<file path="config.mk">
export PLATFORM = sky130hd
export DESIGN_NAME = imem_loader_flat
export DESIGN_NICKNAME = d
export VERILOG_FILES = /design/src/rtl/imem_loader_if.sv /design/src/rtl/imem_loader.sv /design/src/flat_wrapper.sv
export SDC_FILE = /design/constraint.sdc
export NUM_CORES = 1
export LEC_CHECK = 0
export BUFFER_PORTS_ARGS = -buffer_cell sky130_fd_sc_hd__clkbuf_2
export CORE_UTILIZATION = 50
export CTS_BUF_LIST = sky130_fd_sc_hd__clkbuf_16
export DETAILED_ROUTE_END_ITERATION = 16
export PLACE_DENSITY = 0.82
export SYNTH_ARGS = -nofsm -noshare
export SYNTH_HDL_FRONTEND = slang
export SYNTH_SLANG_ARGS = --single-unit
</file>
<file path="constraint.sdc">
create_clock -name clk -period 6 [get_ports clk]
set_input_delay 0.9 -clock clk [delete_from_list [all_inputs] [get_ports clk]]
set_output_delay 0.9 -clock clk [all_outputs]
set_load 0.005 [all_outputs]
</file>
<file path="src/rtl/imem_loader_if.sv">
// Host byte stream, instruction-RAM write port and loader status, bundled for the loader.
// No latency of its own; it only carries signals.
// The host drives byte_valid and the loader drives byte_ready; all loader outputs are registered.
interface imem_loader_if #(
    parameter int N      = 32,
    parameter int ADDR_W = 7
);
    logic              start;
    logic              byte_valid;
    logic [7:0]        byte_data;
    logic              byte_ready;
    logic              wr_en;
    logic [ADDR_W-1:0] wr_addr;
    logic [N-1:0]      wr_data;
    logic              busy;
    logic              done;
    logic              err;
    logic              cpu_hold;

    // Host / system side: issues start and bytes, observes writes and status.
    modport master (
        output start, byte_valid, byte_data,
        input  byte_ready, wr_en, wr_addr, wr_data, busy, done, err, cpu_hold
    );

    // Loader side.
    modport slave (
        input  start, byte_valid, byte_data,
        output byte_ready, wr_en, wr_addr, wr_data, busy, done, err, cpu_hold
    );
endinterface

</file>
<file path="src/rtl/imem_loader.sv">
// Loads the instruction RAM from a host byte stream: count byte, 4*C little-endian data bytes, XOR checksum.
// Latency: a word is written in the cycle after its 4th byte is accepted; done/err rise the cycle after the last byte.
// Backpressure: byte_ready is registered and high only while loading, so it accepts one byte per cycle with no stall.
module imem_loader #(
    parameter int N      = 32,
    parameter int ADDR_W = 7,
    parameter int DEPTH  = 128
) (
    input  logic         clk,
    input  logic         reset,
    imem_loader_if.slave bus
);

    typedef enum logic [2:0] {
        IDLE  = 3'd0,
        COUNT = 3'd1,
        DATA  = 3'd2,
        CHECK = 3'd3,
        DONE  = 3'd4,
        ERROR = 3'd5
    } state_t;

    state_t            state;
    // One extra bit so that a full-memory load (C == DEPTH) can be counted.
    logic [ADDR_W:0]   word_cnt;
    logic [ADDR_W:0]   word_nxt;
    logic [ADDR_W:0]   count;
    logic [1:0]        lane;
    // Bytes 0..2 of the word being assembled; byte 0 ends up in the low lane.
    logic [23:0]       low_bytes;
    logic [7:0]        csum;
    logic              accept;
    logic [31:0]       byte_ext;
    logic              count_bad;

    assign accept    = bus.byte_valid && bus.byte_ready;
    assign word_nxt  = word_cnt + {{ADDR_W{1'b0}}, 1'b1};
    assign byte_ext  = {24'd0, bus.byte_data};
    assign count_bad = (byte_ext == 32'd0) || (byte_ext > 32'(DEPTH));

    // Load sequencer: state, word assembly, checksum and all registered outputs.
    always_ff @(posedge clk or negedge reset) begin
        if (!reset) begin
            state          <= IDLE;
            word_cnt       <= '0;
            count          <= '0;
            lane           <= '0;
            low_bytes      <= '0;
            csum           <= '0;
            bus.byte_ready <= 1'b0;
            bus.wr_en      <= 1'b0;
            bus.wr_addr    <= '0;
            bus.wr_data    <= '0;
            bus.busy       <= 1'b0;
            bus.done       <= 1'b0;
            bus.err        <= 1'b0;
            bus.cpu_hold   <= 1'b1;
        end else begin
            // Write strobe is a single-cycle pulse unless re-armed below.
            bus.wr_en <= 1'b0;
            case (state)
                IDLE, DONE, ERROR: begin
                    if (bus.start) begin
                        state          <= COUNT;
                        bus.byte_ready <= 1'b1;
                        bus.busy       <= 1'b1;
                        bus.done       <= 1'b0;
                        bus.err        <= 1'b0;
                        bus.cpu_hold   <= 1'b1;
                    end
                end
                COUNT: begin
                    if (accept) begin
                        if (count_bad) begin
                            state          <= ERROR;
                            bus.err        <= 1'b1;
                            bus.busy       <= 1'b0;
                            bus.byte_ready <= 1'b0;
                        end else begin
                            state    <= DATA;
                            count    <= byte_ext[ADDR_W:0];
                            word_cnt <= '0;
                            lane     <= '0;
                            csum     <= '0;
                        end
                    end
                end
                DATA: begin
                    if (accept) begin
                        csum      <= csum ^ bus.byte_data;
                        lane      <= lane + 2'd1;
                        low_bytes <= {bus.byte_data, low_bytes[23:8]};
                        if (lane == 2'd3) begin
                            bus.wr_en   <= 1'b1;
                            bus.wr_addr <= word_cnt[ADDR_W-1:0];
                            bus.wr_data <= N'({bus.byte_data, low_bytes});
                            word_cnt    <= word_nxt;
                            if (word_nxt == count) begin
                                state <= CHECK;
                            end
                        end
                    end
                end
                CHECK: begin
                    if (accept) begin
                        bus.byte_ready <= 1'b0;
                        bus.busy       <= 1'b0;
                        if (bus.byte_data == csum) begin
                            state        <= DONE;
                            bus.done     <= 1'b1;
                            bus.cpu_hold <= 1'b0;
                        end else begin
                            state   <= ERROR;
                            bus.err <= 1'b1;
                        end
                    end
                end
                default: begin
                    state <= IDLE;
                end
            endcase
        end
    end

endmodule

</file>
<file path="src/flat_wrapper.sv">
// flat-port wrapper written by rule: the top's interface ports become plain ports
module imem_loader_flat 
#(
    parameter int N      = 32,
    parameter int ADDR_W = 7,
    parameter int DEPTH  = 128
)
  (clk, reset, bus_start, bus_byte_valid, bus_byte_data, bus_byte_ready, bus_wr_en, bus_wr_addr, bus_wr_data, bus_busy, bus_done, bus_err, bus_cpu_hold);
  imem_loader_if #(.N(N), .ADDR_W(ADDR_W)) bus_i ();
  input  logic clk;
  input  logic reset;
  input wire logic [$bits(bus_i.start)-1:0] bus_start;
  input wire logic [$bits(bus_i.byte_valid)-1:0] bus_byte_valid;
  input wire logic [$bits(bus_i.byte_data)-1:0] bus_byte_data;
  output wire logic [$bits(bus_i.byte_ready)-1:0] bus_byte_ready;
  output wire logic [$bits(bus_i.wr_en)-1:0] bus_wr_en;
  output wire logic [$bits(bus_i.wr_addr)-1:0] bus_wr_addr;
  output wire logic [$bits(bus_i.wr_data)-1:0] bus_wr_data;
  output wire logic [$bits(bus_i.busy)-1:0] bus_busy;
  output wire logic [$bits(bus_i.done)-1:0] bus_done;
  output wire logic [$bits(bus_i.err)-1:0] bus_err;
  output wire logic [$bits(bus_i.cpu_hold)-1:0] bus_cpu_hold;
  assign bus_i.start = bus_start;
  assign bus_i.byte_valid = bus_byte_valid;
  assign bus_i.byte_data = bus_byte_data;
  assign bus_byte_ready = bus_i.byte_ready;
  assign bus_wr_en = bus_i.wr_en;
  assign bus_wr_addr = bus_i.wr_addr;
  assign bus_wr_data = bus_i.wr_data;
  assign bus_busy = bus_i.busy;
  assign bus_done = bus_i.done;
  assign bus_err = bus_i.err;
  assign bus_cpu_hold = bus_i.cpu_hold;
  imem_loader #(.N(N), .ADDR_W(ADDR_W), .DEPTH(DEPTH)) u_core (.clk(clk), .reset(reset), .bus(bus_i));
endmodule
</file>
==> results of run 1 <==
## stage by stage
stage / cell area, um2 / hold slack [ns] / worst slack (ns)
global placement: 4580 / 0.452 / 3.07
floorplan: 4250 / 0.439 / 3.49
detailed placement: 4580 / 0.462 / 2.99
finish: 4890 / 0.429 / 3.21
global route: 4890 / 0.454 / 2.97
CTS: 4890 / 0.435 / 3.19
## metal layers
layer	vias to the layer above	GRT usage, %	wire [um]
met1	1578	30.8	4190
met3	21	2.75	464
met4	0	10.1	204
met2	118	34.2	4250
met5	-	0	0
li1	1642	-	-
## power by group
group          internal [uW]  switching, uW  total (uW)
combinational            141            185         326
clock                    333            261         593
sequential               781            116         898
## worst reg2reg max path, cell delays in order (launching register included)
cell	delay, ns
dfrtp_1	0.47
or3b_2	0.60
nor2_2	0.12
buf_4	0.31
nand2_1	0.14
inv_2	0.57
o21ai_0	0.22
a22o_1	0.26
## cell families after synthesis
logic type,count (synthesis)
AO/OA/AOI/OAI,52
adder cells (fa/ha/maj),2
multiplexers,6
XOR/XNOR,14
buffers and inverters,31
flip-flops,97
AND/OR/NAND/NOR,271
## registers in the layout, indices dropped and copies added, names as in the netlist
name / cells
u_core.state: 3
u_core.bus.wr_en: 1
u_core.count: 8
u_core.bus.wr_data: 32
u_core.bus.done: 1
u_core.bus.wr_addr: 7
u_core.lane: 2
u_core.bus.cpu_hold: 1
u_core.csum: 8
u_core.word_cnt: 8
u_core.low_bytes: 24
u_core.bus.err: 1
u_core.bus.busy: 1
## area by class of cell
cell class	instances	share of cell area [%]
clock inverter	7	1.81
clock buffer	9	4.60
tap	105	2.68
sequential	97	49.6
timing repair buffer	60	6.39
multi-input combinational	345	34.3
inverter	8	0.613
## worst min path at each step
stage                                      start                endpoint  slack (ns)  cells after the start
after global placement       u_core.low_bytes[6]   u_core.bus.wr_data[6]        0.45                      2
after detailed placement  u_core.bus.wr_data[21]  u_core.bus.wr_data[21]        0.46                      2
after floorplan              u_core.low_bytes[0]   u_core.bus.wr_data[0]        0.44                      2
after global routing                       reset   u_core.bus.wr_data[7]        0.45                      1
final                                      reset   u_core.bus.wr_data[6]        0.43                      1
after CTS                                  reset   u_core.bus.wr_data[7]        0.43                      1
## synth_stat cells, drive strengths merged (3+ instances only)
cell type  count
a22o           5
nand3          9
nor2b          6
nand4          5
clkbuf        10
nand2b         3
nor2          20
xor2           8
o22ai          4
a21o           3
and3           3
dfrtp         96
mux2i          6
nor3           4
inv            8
nor3b          3
buf           13
a21oi          9
o21ai         19
or3            3
xnor2          6
nand2        211
==> results.txt, run 1 <==
P per Cell Area: 371 nW/um2
antenna cells: 0
total power: 1820 uW
global-route wire length before repair: 14900 um
maximum vdd drop: 0.210 mV
hpwl dp: 6240 um
syn_nets: 487
final period utilization: 46.5%
adder-cell share of the synthesized area: 0.589%
Critical Path Start Type: flip-flop
Yosys reg bits: 97
CTS tree: done
die height: 94.2 um
largest family of logic cells by synthesized area: simple AND/OR/NAND/NOR gates
Final Skew: 0.0116 ns
register area: 2430 um2
# nets final: 535
Max-cap violations: 0
initial core utilization: 51.7%
drt initial violations: 313
top-area cell type share of the netlist area: 56.5%
mux share of post-synthesis cell area: 1.41%
final-report hold violation count: 0
worst reg-to-reg setup slack: 3.21 ns
clk_lat worst skew: 0.35 ns
register area share after synthesis: 57.1%
Worst Max-Slew Pin Slew: 0.913 ns
crit path kind: reg -> reg
critical path peak fanout: 45
gr usage total: 22.0%
Routed WL: 9100 um
Post-Synth Simple-Gate Area: 26.5%
largest net degree at the start of global routing: 76
CP startpoint: u_core.state[1]
crit path DAT: 3.03 ns
CTS sink cnt: 97
Post-synth ARST share: 100%
worst-path cell chain: or3b_2 > nor2_2 > buf_4 > nand2_1 > inv_2 > o21ai_0 > a22o_1
antenna viol nets, final: 0
most frequent cells in the layout: 211 x nand2_1, 96 x dfrtp_1, 55 x clkbuf_2
post-CTS setup buffers: 0
Worst R2R Start: u_core.state[1]
largest cells by area after synthesis: dfrtp_1 57%, nand2_1 19%, o21ai_0 1.9%
final core occ: 59.6%
worst reg2reg path endpoint: u_core.word_cnt[4]
syn_area_per_cell: 8.99 um2
RSZ-0062 raised after global routing: no
CP Capture Type: flip-flop
slowest CP cell: or3b_2
Layout area overhead: 15.1%
Yosys warnings: 0
most common cell after layout, fill and taps aside: nand2_1
CP peak stage delay: 0.60 ns
CP Data Required Time: 6.23 ns
cell family with most CP delay: buffers and inverters
antenna violations before repair: 0
fin cells: 631
Die Wd: 94.2 um
I/O Pins: 57
Via density: 5.32
Root Buffer: clkbuf_16
total grt overflow: 0
Buf/Inv on CP: 2
hold crit path type: in -> async
setup_tns: 0 ns
share of layout cells above drive strength 1: 16.3%
htree depth: 3
post-cts sizing count: 0
CTS clk-pin slew, worst paths: 0.07 ns
vias in the first global route: 3065
IO buf count: 56
final RePlAce weighted congestion: 0.968
die footprint: 8880 um2
Final setup viols: 0
post-synth design cell area: 4250 um2
Vias: 3359
Worst path depth: 7
CTS hold repair buffers: 0
number of CTS-inserted buffers: 9
wire per inst: 14.4 um
Max Buffers Root-to-Sink: 2
Post-Synth XOR/XNOR Area: 2.88%
Pre-antenna DRT Iters: 5
core region area: 8220 um2
multi-input logic area: 1680 um2
Tmin final: 2.79 ns
headroom to the max-slew limit: 39.1%
FP Rows: 33
DRC: 0
worst-case reg-to-reg path depth: 7
unique cell type count in the Yosys netlist: 45
Post-synth top flop: dfrtp_1
Mapped Cells: 473
status: finished clean
# fillers: 715
FMAX: 0.358 GHz
Slew Limit Fails: 0
cell taking the most area after synthesis: dfrtp_1
Post-synth EDFFs: 0
dpl cells: 615
Synth Area in Compound Gates: 7.98%
Pleak: 0.00269 uW
end point of the critical path: u_core.word_cnt[4]
No activity file was read; power rests on OpenSTA's default activity.
==> run 2: changes to the inputs <==
- PLACE_DENSITY: 0.82 -> 0.85
- clock period: 6 -> 2.3 ns (I/O delays scaled with it)
==> run 2 against run 1 <==
  * Fmax rose by 28%
  * Design area rose by 1.5%
  * Non-clock buffer count rose by 7
  * First-iteration DRC count rose by 24%
  * Utilization rose by 0.91 points
  * Combinational power rose to 2.7 times the previous value
  * Power rose to 2.7 times the previous value
  * Worst hold slack got worse by 0.14 ns
  * Sequential power rose to 2.6 times the previous value
  * Critical path depth fell by 1
==> results.txt, run 2 (synthesis results as in run 1) <==
final-report hold violation count: 0 (unchanged)
Vias: 3543 (+5.5%)
Pleak: 0.00274 uW (+1.6%)
clk_lat worst skew: 0.35 ns (about the same)
Routed WL: 9750 um (+7.1%)
status: finished clean
Slew Limit Fails: 0 (unchanged)
FMAX: 0.459 GHz (+28%)
Max Buffers Root-to-Sink: 2 (unchanged)
IO buf count: 56 (unchanged)
Largest Register: u_core.bus.wr_data
CP Data Required Time: 2.54 ns (-3.69 ns)
sequential power share: 48.8% (-0.6 points)
total grt overflow: 0 (unchanged)
CTS sink cnt: 97 (unchanged)
final core occ: 60.5% (+0.91 points)
most common cell after layout, fill and taps aside: nand2_1
antenna viol nets, final: 0 (unchanged)
Layout area overhead: 16.9%
critical path peak fanout: 49 (+8.9%)
Max-cap violations: 0 (unchanged)
vias in the first global route: 3268 (+6.6%)
hold crit path type: in -> reg
Pre-antenna DRT Iters: 5 (unchanged)
number of CTS-inserted buffers: 9 (unchanged)
htree depth: 3 (unchanged)
hold path cells: 3
die height: 94.2 um (unchanged)
sw frac: 31.7% (+0.79 points)
CTS tree: done
share of layout cells above drive strength 1: 17.4% (+1.1 points)
P per Cell Area: 971 nW/um2 (+160%)
Largest regs: u_core.bus.wr_data x32, u_core.low_bytes x24
Via density: 5.55 (+4.3%)
crit path DAT: 2.42 ns (-0.61 ns)
final RePlAce weighted congestion: 0.876 (-9.5%)
drt initial violations: 389 (+24%)
Root Buffer: clkbuf_16
Tmin final: 2.18 ns (-0.612 ns)
Worst Max-Slew Pin Slew: 0.625 ns (-0.288 ns)
antenna cells: 0 (unchanged)
headroom to the max-slew limit: 58.2% (+19 points)
CP Capture Type: flip-flop
antenna violations before repair: 0 (unchanged)
post-place setup slack: 0.141 ns (-2.85 ns)
Final setup viols: 0 (unchanged)
final hold slack: 0.287 ns (-0.142 ns)
worst-path cell chain: or3b_2 > nor2_2 > nand2_1 > buf_4 > and3_1 > a31o_2
FP Rows: 33 (unchanged)
core region area: 8220 um2 (unchanged)
gr usage total: 23.9% (+1.9 points)
initial core utilization: 51.7% (unchanged)
max reg flops: 32 (unchanged)
setup_tns: 0 ns (unchanged)
CTS clk-pin slew, worst paths: 0.07 ns (about the same)
Clk pwr share: 32.8% (about the same)
die footprint: 8880 um2 (unchanged)
most frequent cells in the layout: 211 x nand2_1, 96 x dfrtp_1, 55 x clkbuf_2
hpwl dp: 6460 um (+3.6%)
largest net degree at the start of global routing: 50 (-34%)
DRC: 0 (unchanged)
worst-case reg-to-reg path depth: 6 (-1)
Die Wd: 94.2 um (unchanged)
global-route wire length before repair: 16100 um (+8.0%)
dpl cells: 621 (+0.98%)
CP peak stage delay: 0.62 ns (+0.02 ns)
crit path kind: reg -> reg
I/O Pins: 57 (unchanged)
slowest CP cell: or3b_2
wire per inst: 15.3 um (+5.9%)
final period utilization: 94.8% (+48 points)
post-cts sizing count: 0 (unchanged)
maximum vdd drop: 0.506 mV (+140%)
Net Sw Power: 1530 uW (+170%)
Final WS setup: 0.120 ns (-3.09 ns)
# nets final: 542 (+1.3%)
Final Skew: 0.00586 ns (-0.00572 ns)
RSZ-0062 raised after global routing: no
fin cells: 638 (+1.1%)
post-CTS setup buffers: 0 (unchanged)
Critical Path Start Type: flip-flop
CTS hold repair buffers: 1 (+1)
combinational power share: 18.4% (+0.5 points)
Pint: 3290 uW (+160%)
## run 2: cell count changes in the layout (fill, tap and decap cells not counted)
| cell | before | now |
|---|---|---|
| clkinv_1 | 1 | 0 |
| dlygate4sd3_1 | 0 | 1 |
| buf_12 | 0 | 1 |
| inv_8 | 2 | 3 |
| buf_4 | 5 | 10 |
## run 2: path summary, 6_finish.rpt
kind	startpoint	to	slack, ns
worst min register to register	u_core.low_bytes[5]	u_core.bus.wr_data[5]	0.47
worst max-delay path	u_core.state[0]	u_core.word_cnt[1]	0.12
worst max register to register	u_core.state[0]	u_core.word_cnt[1]	0.12
worst min-delay path	bus_byte_data[0]	u_core.low_bytes[16]	0.29
min in group asynchronous	reset	u_core.bus.wr_data[6]	0.46
max in group asynchronous	reset	u_core.low_bytes[18]	1.21
## run 2: final cells by class
type | instances | area (um2)
inverter | 8 | 30.0
clock inverter | 7 | 96.3
fill | 672 | 3250
clock buffer | 9 | 225
multi-input combinational | 345 | 1680
tap | 105 | 131
sequential | 97 | 2430
timing repair buffer | 67 | 380
## run 2: worst max-delay path: cells and delay by family (launching register included)
kind	cells	cell delay, ns
AND/OR/NAND/NOR	4	1.09
buffers and inverters	1	0.29
AO/OA/AOI/OAI	1	0.22
flip-flops	1	0.46
## run 2: power groups by stage
stage | combinational [uW] | clock [uW] | sequential (uW)
after CTS | 880 | 1600 | 2340
after global placement | 819 | 0 | 2340
after global routing | 1000 | 1680 | 2400
after floorplan | 656 | 0 | 2280
final | 888 | 1580 | 2360
after detailed placement | 862 | 0 | 2360
## run 2: per-layer routing
layer	global-route usage (%)	wire length (um)
met5	0	0
met4	7.05	175
met3	4.77	633
met2	37.7	4680
met1	33.4	4260
## run 2: through the flow
step	area, um2	power [uW]
final	4970	4830
after global placement	4640	3160
after global routing	4970	5080
after floorplan	4250	2940
after CTS	4970	4820
after detailed placement	4640	3230
==> run 3: changes to the inputs <==
- ABC_AREA: default -> 1
- CTS_BUF_LIST: sky130_fd_sc_hd__clkbuf_16 -> sky130_fd_sc_hd__clkbuf_8 sky130_fd_sc_hd__clkbuf_16
- PLACE_DENSITY: 0.85 -> 0.84
==> run 3 against run 2 <==
  * Synthesized cell count is 3.6% higher
  * Power fell by 2.3%
  * Critical endpoint is now u_core.state[2]
  * Critical path depth increased by 6
  * Wire length decreased by 9.8%
  * Area after synthesis up 1.0%
  * Sequential power is essentially flat
  * Sequential share of layout area grew 0.83 points
  * Fmax increased by 14%
  * Register-to-register slack gained 0.27 ns
  * Worst setup slack gained 0.27 ns
  * Critical path type unchanged
==> results.txt, run 3 <==
hold crit path type: in -> reg
DRC: 0 (unchanged)
register area share after synthesis: 56.6% (-0.57 points)
Final Cell Area: 4890 um2 (-1.7%)
FMAX: 0.525 GHz (+14%)
hpwl dp: 6360 um (-1.5%)
Routed WL: 8790 um (-9.8%)
Largest Register: u_core.bus.wr_data
DP Area: 4670 um2 (+0.65%)
post-CTS setup buffers: 0 (unchanged)
CTS clk-pin slew, worst paths: 0.09 ns (+0.02 ns)
total grt overflow: 0 (unchanged)
top-area cell type share of the netlist area: 55.9% (-0.56 points)
most instantiated cells after synthesis: 145 x nand2_1, 96 x dfrtp_1, 72 x o21ai_0, 63 x inv_1, 31 x nand3_1
critical path peak fanout: 5 (-90%)
slowest CP cell: dfrtp_1
antenna viol nets, final: 0 (unchanged)
worst reg2reg path endpoint: u_core.state[2]
worst-path cell chain: ha_1 > nand2_1 > nor2_1 > nand2_1 > nand2_1 > nand2_1 > nand2_1 > nand2_1 > nor2_1 > nand3_1 > nand3_1 > nand2_1
Largest regs: u_core.bus.wr_data x32, u_core.low_bytes x24
Die Wd: 94.7 um (+0.49%)
Vias: 3353 (-5.4%)
Pre-antenna DRT Iters: 4 (-1)
most common cell in the synthesized netlist: nand2_1
P per Cell Area: 965 nW/um2 (-0.64%)
headroom to the max-slew limit: 65.4% (+7.1 points)
CP Capture Type: flip-flop
Min-Delay Endpoint: u_core.count[4]
RSZ-0062 raised after global routing: no
Max-cap violations: 0 (unchanged)
clk_lat worst skew: 0.38 ns (+0.03 ns)
final period utilization: 82.9% (-12 points)
IO buf count: 56 (unchanged)
Critical Path Start Type: flip-flop
Post-synth top flop: dfrtp_1
largest cells by area after synthesis: dfrtp_1 56%, nand2_1 13%, o21ai_0 8.4%
Pleak: 0.00249 uW (-9.1%)
gr usage total: 21.9% (-2.0 points)
antenna cells: 0 (unchanged)
Slew Limit Fails: 0 (unchanged)
cell taking the most area after synthesis: dfrtp_1
CP peak stage delay: 0.44 ns (-0.18 ns)
Max Buffers Root-to-Sink: 2 (unchanged)
most common cell after layout, fill and taps aside: nand2_1
CP dominant cell by count: nand2_1
Post-synth ARST share: 100% (unchanged)
final-report hold violation count: 0 (unchanged)
syn_area_per_cell: 8.76 um2 (-2.5%)
hold path cells: 3 (unchanged)
most frequent cells in the layout: 144 x nand2_1, 96 x dfrtp_1, 72 x o21ai_0
I/O Pins: 57 (unchanged)
worst reg-to-reg setup slack: 0.39 ns (+0.27 ns)
FP Rows: 33 (unchanged)
Final setup viols: 0 (unchanged)
final core occ: 59.2% (-1.3 points)
Worst R2R Start: u_core.word_cnt[1]
cell family with most CP delay: simple AND/OR/NAND/NOR gates
die footprint: 8960 um2 (+0.98%)
Hold Path Origin: bus_byte_data[4]
syn_nets: 504 (+3.5%)
Root Buffer: clkbuf_8
antenna violations before repair: 0 (unchanged)
Layout area overhead: 13.8%
CP Data Required Time: 2.56 ns (+0.02 ns)
final RePlAce weighted congestion: 0.868 (-0.94%)
setup_tns: 0 ns (unchanged)
unique cell type count in the Yosys netlist: 31 (-31%)
Worst Max-Slew Pin Slew: 0.518 ns (-0.107 ns)
status: finished clean
dpl cells: 640 (+3.1%)
crit path DAT: 2.17 ns (-0.25 ns)
Tmin final: 1.91 ns (-0.274 ns)
drt initial violations: 235 (-40%)
crit path kind: reg -> reg
Mapped Cells: 490 (+3.6%)
global-route wire length before repair: 15000 um (-6.8%)
CTS sink cnt: 97 (unchanged)
Final Skew: 0.0172 ns (+0.0114 ns)
initial core utilization: 52.0% (+0.26 points)
largest net degree at the start of global routing: 64 (+28%)
Post-synth EDFFs: 0 (unchanged)
number of CTS-inserted buffers: 9 (unchanged)
core region area: 8260 um2 (+0.50%)
wire per inst: 13.4 um (-12%)
# nets final: 561 (+3.5%)
htree depth: 3 (unchanged)
maximum vdd drop: 0.448 mV (-11%)
worst-case reg-to-reg path depth: 12 (+6)
max reg flops: 32 (unchanged)
fin cells: 657 (+3.0%)
Buf/Inv on CP: 0 (-1)
# fillers: 718 (+6.8%)
Via density: 5.10 (-8.1%)
vias in the first global route: 3199 (-2.1%)
share of layout cells above drive strength 1: 18.5% (+1.0 points)
Yosys reg bits: 97 (unchanged)
post-synth design cell area: 4290 um2 (+1.0%)
CTS tree: done
die height: 94.7 um (+0.49%)
Yosys warnings: 0 (unchanged)
## run 3: area by class of cell
cell class	count	area, um2	area share (%)
sequential	97	2430	49.7
multi-input combinational	310	1500	30.7
timing repair buffer	64	370	7.58
inverter	65	246	5.04
tap	105	131	2.69
clock buffer	9	124	2.53
clock inverter	7	85.1	1.74
## run 3: worst max-delay path by stage
stage	slack, ns	endpoint	start	cells after the start
after global placement	0.58	u_core.word_cnt[7]	u_core.state[1]	7
after CTS	0.43	u_core.state[2]	u_core.word_cnt[1]	12
after detailed placement	0.47	u_core.state[2]	u_core.word_cnt[1]	12
final	0.39	u_core.state[2]	u_core.word_cnt[1]	12
after global routing	0.13	u_core.state[1]	u_core.word_cnt[1]	12
after floorplan	0.76	u_core.state[1]	u_core.word_cnt[0]	11
## run 3: kinds of logic (layout without fill, tap and decap cells)
kind of cell	count (synthesis)	count (layout)	share of synthesized area, %
simple gates	205	205	20.1
flops	97	97	56.6
compound gates	95	95	12.6
buf+inv	83	145	8.54
xor+xnor	8	8	1.63
fa+ha+maj	2	2	0.583
## run 3: report_power, final
| part | switching (uW) | internal, uW |
|---|---|---|
| clock network | 651 | 523 |
| registers | 236 | 2120 |
| logic | 765 | 420 |
| total | 1650 | 3060 |
## run 3: per-stage QoR
step	setup WS [ns]	power [uW]	hold slack [ns]
floorplan	0.758	3230	0.0494
global placement	0.583	3490	0.255
detailed placement	0.471	3570	0.259
CTS	0.432	4720	0.249
global route	0.133	5020	0.269
finish	0.394	4710	0.264
## run 3: routing by layer
metal	vias up	routed length [um]	share of wire, %	global-route usage [%]
met5	-	0	0	0
met3	16	451	5.1	4.11
li1	1666	-	-	-
met2	97	4100	47	33.5
met4	0	147	1.7	8.46
met1	1574	4090	47	31.0
## run 3: worst register-to-register path, stage by stage (launching register included)
cell and delay (ns):
dfrtp_1 0.44, ha_1 0.24, nand2_1 0.15, nor2_1 0.19, nand2_1 0.07, nand2_1 0.10
nand2_1 0.07, nand2_1 0.10, nand2_1 0.06, nor2_1 0.09, nand3_1 0.14, nand3_1 0.11
nand2_1 0.06
## run 3: what timing repair did
item / CTS / global route
setup endpoints to repair: 0 / 0
resized for setup: 0 / 0
hold endpoints to repair: 19 / 0
hold buffers: 1 / 0
